**config.mk**
```make
export PLATFORM = sky130hd
export DESIGN_NAME = mouse_disp_accum
export DESIGN_NICKNAME = d
export VERILOG_FILES = /design/src/rtl/mouse_disp_accum.sv
export SDC_FILE = /design/constraint.sdc
export NUM_CORES = 1
export LEC_CHECK = 0
export BUFFER_PORTS_ARGS = -buffer_cell sky130_fd_sc_hd__buf_4
export CAP_MARGIN = 5
export CORE_MARGIN = 2
export CORE_UTILIZATION = 55
export DETAILED_ROUTE_END_ITERATION = 6
export PLACE_DENSITY = 0.74
export SLEW_MARGIN = 20
export SYNTH_ARGS = -nofsm -noshare
export SYNTH_HDL_FRONTEND = slang
export SYNTH_SLANG_ARGS = --single-unit
```
**constraint.sdc**
```tcl
create_clock -name Clk -period 3.7 [get_ports Clk]
set_input_delay 0.925 -clock Clk [delete_from_list [all_inputs] [get_ports Clk]]
set_output_delay 0.925 -clock Clk [all_outputs]
set_load 0.005 [all_outputs]
```
**src/rtl/mouse_disp_accum.sv**
```systemverilog
// -----------------------------------------------------------------------------
// mouse_disp_accum
//
// Takes the byte stream from a PS/2 byte receiver and turns it into the ball's
// per-frame motion inputs.
//
// Processing chain:
//   - A parser rebuilds the 3-byte PS/2 mouse packets from the byte stream.
//   - X/Y movement is summed between frames in saturating signed accumulators.
//   - Once per frame (a rising edge of frame_clk, synchronised into Clk) the
//     sums are clamped to +/-MAX_STEP and presented on xdisp/ydisp.
//   - The accumulators then restart from zero.
//
// Optional feature (compile-time macro MOUSE_OVERFLOW_CHECK_EN):
//   defined   : a packet whose X or Y overflow flag is set is discarded and
//               pkt_err pulses on its completion cycle.
//   undefined : the overflow flags are ignored.
//
// Parameters:
//   ACC_W       width of the signed X/Y accumulators (>= 10)
//   MAX_STEP    per-frame output magnitude clamp (<= 127)
//   TIMEOUT_CYC Clk cycles without a byte mid-packet before resync
//
// Ports:
//   Clk        in   system clock, rising edge
//   Reset      in   asynchronous active-high reset
//   frame_clk  in   frame-rate clock, asynchronous to Clk
//   rx_valid   in   one-cycle strobe, rx_data holds a received byte
//   rx_data    in   [7:0] received PS/2 byte
//   xdisp      out  [7:0] signed X displacement per frame (+ = right)
//   ydisp      out  [7:0] signed Y displacement per frame (+ = down)
//   buttons    out  [2:0] {middle, right, left} of last accepted packet
//   disp_valid out  one-cycle pulse when xdisp/ydisp update
//   pkt_err    out  one-cycle pulse on sync error, timeout or dropped packet
//   dbg_state  out  [1:0] parser state (0 WAIT_B0, 1 WAIT_B1, 2 WAIT_B2)
//
// Handshake:
//   rx_valid is a strobe with no back-pressure: every cycle it is high, one
//   byte is consumed. disp_valid is likewise a strobe with no ready;
//   xdisp/ydisp stay stable until the next strobe.
// -----------------------------------------------------------------------------
module mouse_disp_accum #(
  parameter int ACC_W       = 12,
  parameter int MAX_STEP    = 8,
  parameter int TIMEOUT_CYC = 50000
) (
  input  logic       Clk,
  input  logic       Reset,
  input  logic       frame_clk,
  input  logic       rx_valid,
  input  logic [7:0] rx_data,
  output logic [7:0] xdisp,
  output logic [7:0] ydisp,
  output logic [2:0] buttons,
  output logic       disp_valid,
  output logic       pkt_err,
  output logic [1:0] dbg_state
);

  localparam int CNT_W = $clog2(TIMEOUT_CYC + 1);
  localparam logic [CNT_W-1:0] P_TIMEOUT = CNT_W'(TIMEOUT_CYC);

  localparam logic signed [ACC_W-1:0] P_POS_STEP = ACC_W'(MAX_STEP);
  localparam logic signed [ACC_W-1:0] P_NEG_STEP = -P_POS_STEP;
  localparam logic signed [ACC_W-1:0] P_ACC_MAX  = {1'b0, {(ACC_W-1){1'b1}}};
  localparam logic signed [ACC_W-1:0] P_ACC_MIN  = {1'b1, {(ACC_W-1){1'b0}}};

  typedef enum logic [1:0] {
    WAIT_B0 = 2'd0,
    WAIT_B1 = 2'd1,
    WAIT_B2 = 2'd2
  } parse_state_t;

  // ---------------------------------------------------------------------------
  // State and registers
  // ---------------------------------------------------------------------------
  parse_state_t r_state;
  parse_state_t w_state_next;

  logic [CNT_W-1:0] r_cnt;

  // Only the fields of byte 0 that are used later are kept.
  logic [2:0] r_b0_btn;
  logic       r_b0_xs;
  logic       r_b0_ys;
  logic [7:0] r_b1;

  logic signed [ACC_W-1:0] r_acc_x;
  logic signed [ACC_W-1:0] r_acc_y;

  logic r_fc_s1;
  logic r_fc_s2;
  logic r_fc_s3;

  logic r_pkt_err;
  logic r_disp_valid;
  logic [7:0] r_xdisp;
  logic [7:0] r_ydisp;
  logic [2:0] r_buttons;

  // ---------------------------------------------------------------------------
  // FSM control signals
  // ---------------------------------------------------------------------------
  logic w_load_b0;
  logic w_load_b1;
  logic w_pkt_done;
  logic w_sync_err;
  logic w_timeout;
  logic w_ovf_drop;
  logic w_pkt_accept;
  logic w_tick;

  logic signed [ACC_W-1:0] w_dx;
  logic signed [ACC_W-1:0] w_dy;
  logic signed [ACC_W-1:0] w_dy_neg;
  logic signed [ACC_W-1:0] w_sum_x;
  logic signed [ACC_W-1:0] w_sum_y;

  // ---------------------------------------------------------------------------
  // Helper functions
  // ---------------------------------------------------------------------------

  // Add one guard bit, then saturate instead of wrapping.
  function automatic logic signed [ACC_W-1:0] sat_add(
    input logic signed [ACC_W-1:0] a,
    input logic signed [ACC_W-1:0] b
  );
    logic signed [ACC_W:0] s;
    s = {a[ACC_W-1], a} + {b[ACC_W-1], b};
    if (s[ACC_W] != s[ACC_W-1]) begin
      return s[ACC_W] ? P_ACC_MIN : P_ACC_MAX;
    end
    return s[ACC_W-1:0];
  endfunction

  // Limit an accumulator value to +/-MAX_STEP and narrow it to the 8-bit port.
  function automatic logic [7:0] clamp_step(input logic signed [ACC_W-1:0] a);
    if (a > P_POS_STEP) begin
      return P_POS_STEP[7:0];
    end
    if (a < P_NEG_STEP) begin
      return P_NEG_STEP[7:0];
    end
    return a[7:0];
  endfunction

  // ---------------------------------------------------------------------------
  // Parser FSM: state register
  // ---------------------------------------------------------------------------
  always_ff @(posedge Clk or posedge Reset) begin
    if (Reset) begin
      r_state <= WAIT_B0;
    end else begin
      r_state <= w_state_next;
    end
  end

  // ---------------------------------------------------------------------------
  // Parser FSM: next state and control
  // ---------------------------------------------------------------------------
  // A byte arriving on the same cycle the counter expires takes priority: it
  // is proof that the stream is still alive.
  always_comb begin
    w_state_next = r_state;
    w_load_b0    = 1'b0;
    w_load_b1    = 1'b0;
    w_pkt_done   = 1'b0;
    w_sync_err   = 1'b0;
    w_timeout    = 1'b0;
    case (r_state)
      WAIT_B0: begin
        if (rx_valid) begin
          // Bit 3 of the first byte is always 1 in a PS/2 mouse packet.
          if (rx_data[3]) begin
            w_load_b0    = 1'b1;
            w_state_next = WAIT_B1;
          end else begin
            w_sync_err   = 1'b1;
          end
        end
      end
      WAIT_B1: begin
        if (rx_valid) begin
          w_load_b1    = 1'b1;
          w_state_next = WAIT_B2;
        end else if (r_cnt == P_TIMEOUT) begin
          w_timeout    = 1'b1;
          w_state_next = WAIT_B0;
        end
      end
      WAIT_B2: begin
        if (rx_valid) begin
          w_pkt_done   = 1'b1;
          w_state_next = WAIT_B0;
        end else if (r_cnt == P_TIMEOUT) begin
          w_timeout    = 1'b1;
          w_state_next = WAIT_B0;
        end
      end
      default: begin
        w_state_next = WAIT_B0;
      end
    endcase
  end

  // ---------------------------------------------------------------------------
  // Inter-byte timeout counter
  // ---------------------------------------------------------------------------
  // Idle in WAIT_B0 is normal, so the counter only runs mid-packet.
  always_ff @(posedge Clk or posedge Reset) begin
    if (Reset) begin
      r_cnt <= '0;
    end else if (rx_valid || (r_state == WAIT_B0) || w_timeout) begin
      r_cnt <= '0;
    end else if (r_cnt != P_TIMEOUT) begin
      r_cnt <= r_cnt + CNT_W'(1);
    end
  end

  // ---------------------------------------------------------------------------
  // Packet byte capture
  // ---------------------------------------------------------------------------
  // Byte 2 is not stored: the packet completes on the cycle it arrives, so it
  // is decoded directly from rx_data.
  always_ff @(posedge Clk or posedge Reset) begin
    if (Reset) begin
      r_b0_btn <= '0;
      r_b0_xs  <= 1'b0;
      r_b0_ys  <= 1'b0;
      r_b1     <= '0;
    end else begin
      if (w_load_b0) begin
        r_b0_btn <= rx_data[2:0];
        r_b0_xs  <= rx_data[4];
        r_b0_ys  <= rx_data[5];
      end
      if (w_load_b1) begin
        r_b1 <= rx_data;
      end
    end
  end

`ifdef MOUSE_OVERFLOW_CHECK_EN
  logic [1:0] r_b0_ovf;

  always_ff @(posedge Clk or posedge Reset) begin
    if (Reset) begin
      r_b0_ovf <= '0;
    end else if (w_load_b0) begin
      r_b0_ovf <= rx_data[7:6];
    end
  end

  assign w_ovf_drop = w_pkt_done & (|r_b0_ovf);
`else
  assign w_ovf_drop = 1'b0;
`endif

  assign w_pkt_accept = w_pkt_done & ~w_ovf_drop;

  // ---------------------------------------------------------------------------
  // Packet decode: 9-bit two's complement deltas
  // ---------------------------------------------------------------------------
  assign w_dx = {{(ACC_W-9){r_b0_xs}}, r_b0_xs, r_b1};
  assign w_dy = {{(ACC_W-9){r_b0_ys}}, r_b0_ys, rx_data};

  // PS/2 reports Y positive-up; the screen is positive-down.
  assign w_dy_neg = -w_dy;

  assign w_sum_x = sat_add(r_acc_x, w_dx);
  assign w_sum_y = sat_add(r_acc_y, w_dy_neg);

  // ---------------------------------------------------------------------------
  // frame_clk synchroniser and rising-edge detector
  // ---------------------------------------------------------------------------
  always_ff @(posedge Clk or posedge Reset) begin
    if (Reset) begin
      r_fc_s1 <= 1'b0;
      r_fc_s2 <= 1'b0;
      r_fc_s3 <= 1'b0;
    end else begin
      r_fc_s1 <= frame_clk;
      r_fc_s2 <= r_fc_s1;
      r_fc_s3 <= r_fc_s2;
    end
  end

  assign w_tick = r_fc_s2 & ~r_fc_s3;

  // ---------------------------------------------------------------------------
  // Accumulators
  // ---------------------------------------------------------------------------
  // On a tick the outputs take the pre-packet sums (below). A packet that
  // completes on the same cycle seeds the fresh frame, so no motion is lost.
  always_ff @(posedge Clk or posedge Reset) begin
    if (Reset) begin
      r_acc_x <= '0;
      r_acc_y <= '0;
    end else if (w_tick) begin
      r_acc_x <= w_pkt_accept ? w_dx     : '0;
      r_acc_y <= w_pkt_accept ? w_dy_neg : '0;
    end else if (w_pkt_accept) begin
      r_acc_x <= w_sum_x;
      r_acc_y <= w_sum_y;
    end
  end

  // ---------------------------------------------------------------------------
  // Registered outputs
  // ---------------------------------------------------------------------------
  always_ff @(posedge Clk or posedge Reset) begin
    if (Reset) begin
      r_xdisp      <= '0;
      r_ydisp      <= '0;
      r_buttons    <= '0;
      r_disp_valid <= 1'b0;
      r_pkt_err    <= 1'b0;
    end else begin
      r_disp_valid <= w_tick;
      r_pkt_err    <= w_sync_err | w_timeout | w_ovf_drop;
      if (w_tick) begin
        r_xdisp <= clamp_step(r_acc_x);
        r_ydisp <= clamp_step(r_acc_y);
      end
      if (w_pkt_accept) begin
        r_buttons <= r_b0_btn;
      end
    end
  end

  assign xdisp      = r_xdisp;
  assign ydisp      = r_ydisp;
  assign buttons    = r_buttons;
  assign disp_valid = r_disp_valid;
  assign pkt_err    = r_pkt_err;
  assign dbg_state  = r_state;

endmodule

```
==> insert_results.sql <==
INSERT INTO impl_metrics (metric_group, metric, value, unit) VALUES
('pwr', 'cellLeakagePower', '2.51', 'nW'),
('place', 'dpl.hpwl', '8180', 'um'),
('synthesis', 'async_flop_share', '1.00', ''),
('timing', 'grt_setup_unrepaired', 'no', ''),
('drt', 'detailedRoute.firstPassIterationCount', '5', ''),
('timing', 'setup_viol', '0', ''),
('place', 'gp_congestion', '0.933', ''),
('setup_path', 'worst-endpoint-arrival', '3.53', 'ns'),
('place', 'inst_count_dp', '632', ''),
('cts', 'clock-sinks', '79', ''),
('min_path', 'worstHoldStart', 'r_fc_s1', ''),
('global_route', 'overall_routing_resource_usage', '0.240', ''),
('die', 'starting_density_of_the_core', '0.562', ''),
('drt', 'antenna_left', '0', ''),
('layout', 'drive_above_1_share', '0.163', ''),
('timing', 'max_clock_freq', '301', 'MHz'),
('synthesis', 'synth_cell_type_count', '61', ''),
('timing', 'final_hold_viol_count', '0', ''),
('drt', 'detail_route.drc_violations', '0', ''),
('timing', 'final_period_minus_worst_setup_slack', '3.32', 'ns'),
('pwr', 'pwr-share-clk', '0.173', ''),
('drt', 'detailedRoute.firstIterationViolations', '284', ''),
('cts', 'clk_root_buffer_cell', 'sky130_fd_sc_hd__clkbuf_8', ''),
('die', 'die_h', '97.9', 'um'),
('timing', 'final.hold.worst_slack', '0.368', 'ns'),
('setup_path', 'critical_path.startpoint_type', 'input pin', ''),
('min_path', 'hold_depth', '0', ''),
('layout', 'layout_nets', '582', ''),
('cts', 'insertion_delay', '0.35', 'ns'),
('timing', 'maxSlewHeadroom', '0.466', ''),
('timing', 'timing.clock.skew', '0.0149', 'ns'),
('setup_path', 'critical_path.reg2reg.endpoint', 'r_acc_x[4]', ''),
('layout', 'final_cell_count_no_fill', '648', ''),
('pwr', 'power.net_switching', '1.70', 'mW'),
('layout', 'syn2layout_area_growth', '12.7', '%'),
('timing', 'tns', '0', 'ns'),
('min_path', 'holdCritPathClass', 'reg -> reg', ''),
('place', 'place.port_buffers', '34', ''),
('pwr', 'power.internal', '2.42', 'mW'),
('setup_path', 'path_max_fanout', '11', ''),
('global_route', 'number_of_global_route_vias_before_repair', '3900', ''),
('synthesis', 'synthDominantAreaCellType', 'sky130_fd_sc_hd__dfrtp_1', ''),
('synthesis', 'syn_area_per_cell', '9.80', 'um2'),
('die', 'die_width', '97.9', 'um'),
('min_path', 'hold_path_end', 'r_fc_s2', ''),
('layout', 'design_area', '5470', 'um2'),
('drt', 'vias_per_cell', '6.20', ''),
('timing', 'report.final.slew_viol_count', '0', ''),
('synthesis', 'nets_in_the_synthesized_netlist', '542', ''),
('place', 'dpl_cell_area', '5250', 'um2'),
('pwr', 'sw_frac_of_total', '0.412', ''),
('status', 'outcome', 'completed', ''),
('global_route', 'grt_first_pass_wirelength', '18800', 'um'),
('pwr', 'share_comb_of_total_power', '0.486', ''),
('setup_path', 'setup.worst_path.end_class', 'register', ''),
('synthesis', 'synth_area_leaders', 'sky130_fd_sc_hd__dfrtp_1 41%, sky130_fd_sc_hd__ha_1 8.5%, sky130_fd_sc_hd__nor2_1 3.9%', ''),
('pwr', 'power.ir.vdd_worst', '0.560', 'mV'),
('drt', 'total_wire_length', '11100', 'um'),
('cts', 'cts_made_buffers', '9', ''),
('global_route', 'grt_antenna_before_repair', '0', ''),
('layout', 'antenna_diode_count', '0', ''),
('timing', 'finalCritPeriodShare', '0.897', ''),
('die', 'floorplan.rows', '34', ''),
('global_route', 'grt_remaining_overflow', '0', ''),
('cts', 'cts_resized', '0', ''),
('drt', 'wl_per_cell', '17.1', 'um'),
('synthesis', 'synth_edf_count', '0', ''),
('setup_path', 'worstSetupPathType', 'in -> reg', ''),
('global_route', 'pin_count_of_the_biggest_net_entering_global_routing', '43', ''),
('synthesis', 'synth_top_cell_area_share', '0.407', ''),
('die', 'io_pins', '35', '');
-- synthesized netlist by cell type (all sizes together), types with 3 or more instances --
master   instances
xor2            14
o21ai           16
nand4           10
nor2            51
nand2b           5
buf              7
o31ai            4
a22oi           19
nor3            12
o311ai           6
clkbuf           9
nand3           10
a21oi           18
a21o            10
a22o             7
inv             28
nor3b            3
o2111ai         15
nand2           42
xnor2           20
mux2            12
o21a             5
o211ai          10
dfrtp           79
nor4             9
ha              33
a211oi           6
-- stage by stage --
| step | setup WS (ns) | power (mW) | utilization |
|---|---|---|---|
| after CTS | 0.399 | 4.10 | 0.633 |
| after detailed placement | 0.0568 | 3.38 | 0.608 |
| after global routing | 0.129 | 4.44 | 0.633 |
| final | 0.382 | 4.12 | 0.633 |
| after floorplan | 0.196 | 2.83 | - |
| after global placement | 0.117 | 3.31 | 0.608 |
-- worst max-delay path by stage --
stage | endpoint | slack [ns] | cells past startpoint | startpoint
floorplan | r_acc_y[2] | 0.20 | 11 | rx_data[3]
global placement | r_acc_y[9] | 0.12 | 11 | rx_data[2]
detailed placement | r_acc_y[5] | 0.06 | 11 | rx_data[2]
CTS | r_acc_y[6] | 0.40 | 11 | rx_data[2]
global route | r_acc_y[6] | 0.13 | 11 | rx_data[2]
finish | r_acc_y[6] | 0.38 | 11 | rx_data[2]
-- sequential cells by signal, indices dropped and copies added (netlist names) --
name / count
xdisp: 8
pkt_err: 1
r_b0_ys: 1
ydisp: 8
r_fc_s3: 1
r_fc_s1: 1
dbg_state: 2
r_b0_xs: 1
r_b1: 8
r_fc_s2: 1
r_cnt: 16
disp_valid: 1
r_b0_btn: 3
buttons: 3
r_acc_y: 12
r_acc_x: 12
-- cells by family after synthesis --
| logic type | after synthesis | share of synthesized area |
|---|---|---|
| compound gates | 131 | 0.204 |
| xor+xnor | 34 | 0.0614 |
| flops | 79 | 0.407 |
| mux | 13 | 0.0299 |
| buf+inv | 44 | 0.0402 |
| simple gates | 159 | 0.164 |
| fa+ha+maj | 35 | 0.0933 |
-- critical path, stage by stage --
cell	delay (ns)
sky130_fd_sc_hd__buf_4	0.13
sky130_fd_sc_hd__or4_4	0.58
sky130_fd_sc_hd__nor4_4	0.19
sky130_fd_sc_hd__xnor2_1	0.13
sky130_fd_sc_hd__ha_1	0.21
sky130_fd_sc_hd__or3_1	0.33
sky130_fd_sc_hd__o2111ai_1	0.24
sky130_fd_sc_hd__nand2_1	0.13
sky130_fd_sc_hd__o311ai_2	0.29
sky130_fd_sc_hd__buf_4	0.22
sky130_fd_sc_hd__o2111ai_1	0.15
-- layout make-up --
type	count	area [um2]
well taps	108	135
clock inverters	7	96.3
inverters	28	106
multi-input cells	372	2680
clock buffers	9	124
flip-flops and latches	79	1980
repair buffers	45	350
fillers	700	3170
-- routing by layer --
metal,global-route usage,up-vias,wire length (um)
li1,-,1908,-
met1,0.344,1946,5240
met2,0.365,142,4980
met3,0.0508,20,658
met4,0.0812,0,197
met5,0,-,0
-- layout by cell type, fill, tap and decap left out, types with 7 or more instances in the layout --
cell type and count:
sky130_fd_sc_hd__nand4_1 10, sky130_fd_sc_hd__o21ai_0 12, sky130_fd_sc_hd__ha_1 33, sky130_fd_sc_hd__nor3_1 11, sky130_fd_sc_hd__xor2_1 14, sky130_fd_sc_hd__a22o_1 7
sky130_fd_sc_hd__a21oi_1 18, sky130_fd_sc_hd__dfrtp_1 79, sky130_fd_sc_hd__buf_4 44, sky130_fd_sc_hd__a22oi_1 18, sky130_fd_sc_hd__nor4_1 7, sky130_fd_sc_hd__nor2_1 51
sky130_fd_sc_hd__inv_1 27, sky130_fd_sc_hd__o211ai_1 9, sky130_fd_sc_hd__o2111ai_1 15, sky130_fd_sc_hd__nand3_1 10, sky130_fd_sc_hd__xnor2_1 20, sky130_fd_sc_hd__clkbuf_8 9
sky130_fd_sc_hd__a21o_1 10, sky130_fd_sc_hd__mux2_2 12, sky130_fd_sc_hd__nand2_1 42
-- power groups by stage --
stage / Clock, mW / Combinational, mW / Sequential [mW]
after floorplan: 0 / 1.50 / 1.33
after global placement: 0 / 1.91 / 1.40
after detailed placement: 0 / 1.97 / 1.41
after CTS: 0.721 / 1.99 / 1.40
after global routing: 0.766 / 2.23 / 1.44
final: 0.714 / 2.00 / 1.40
Power figures use the tool's default switching activity.
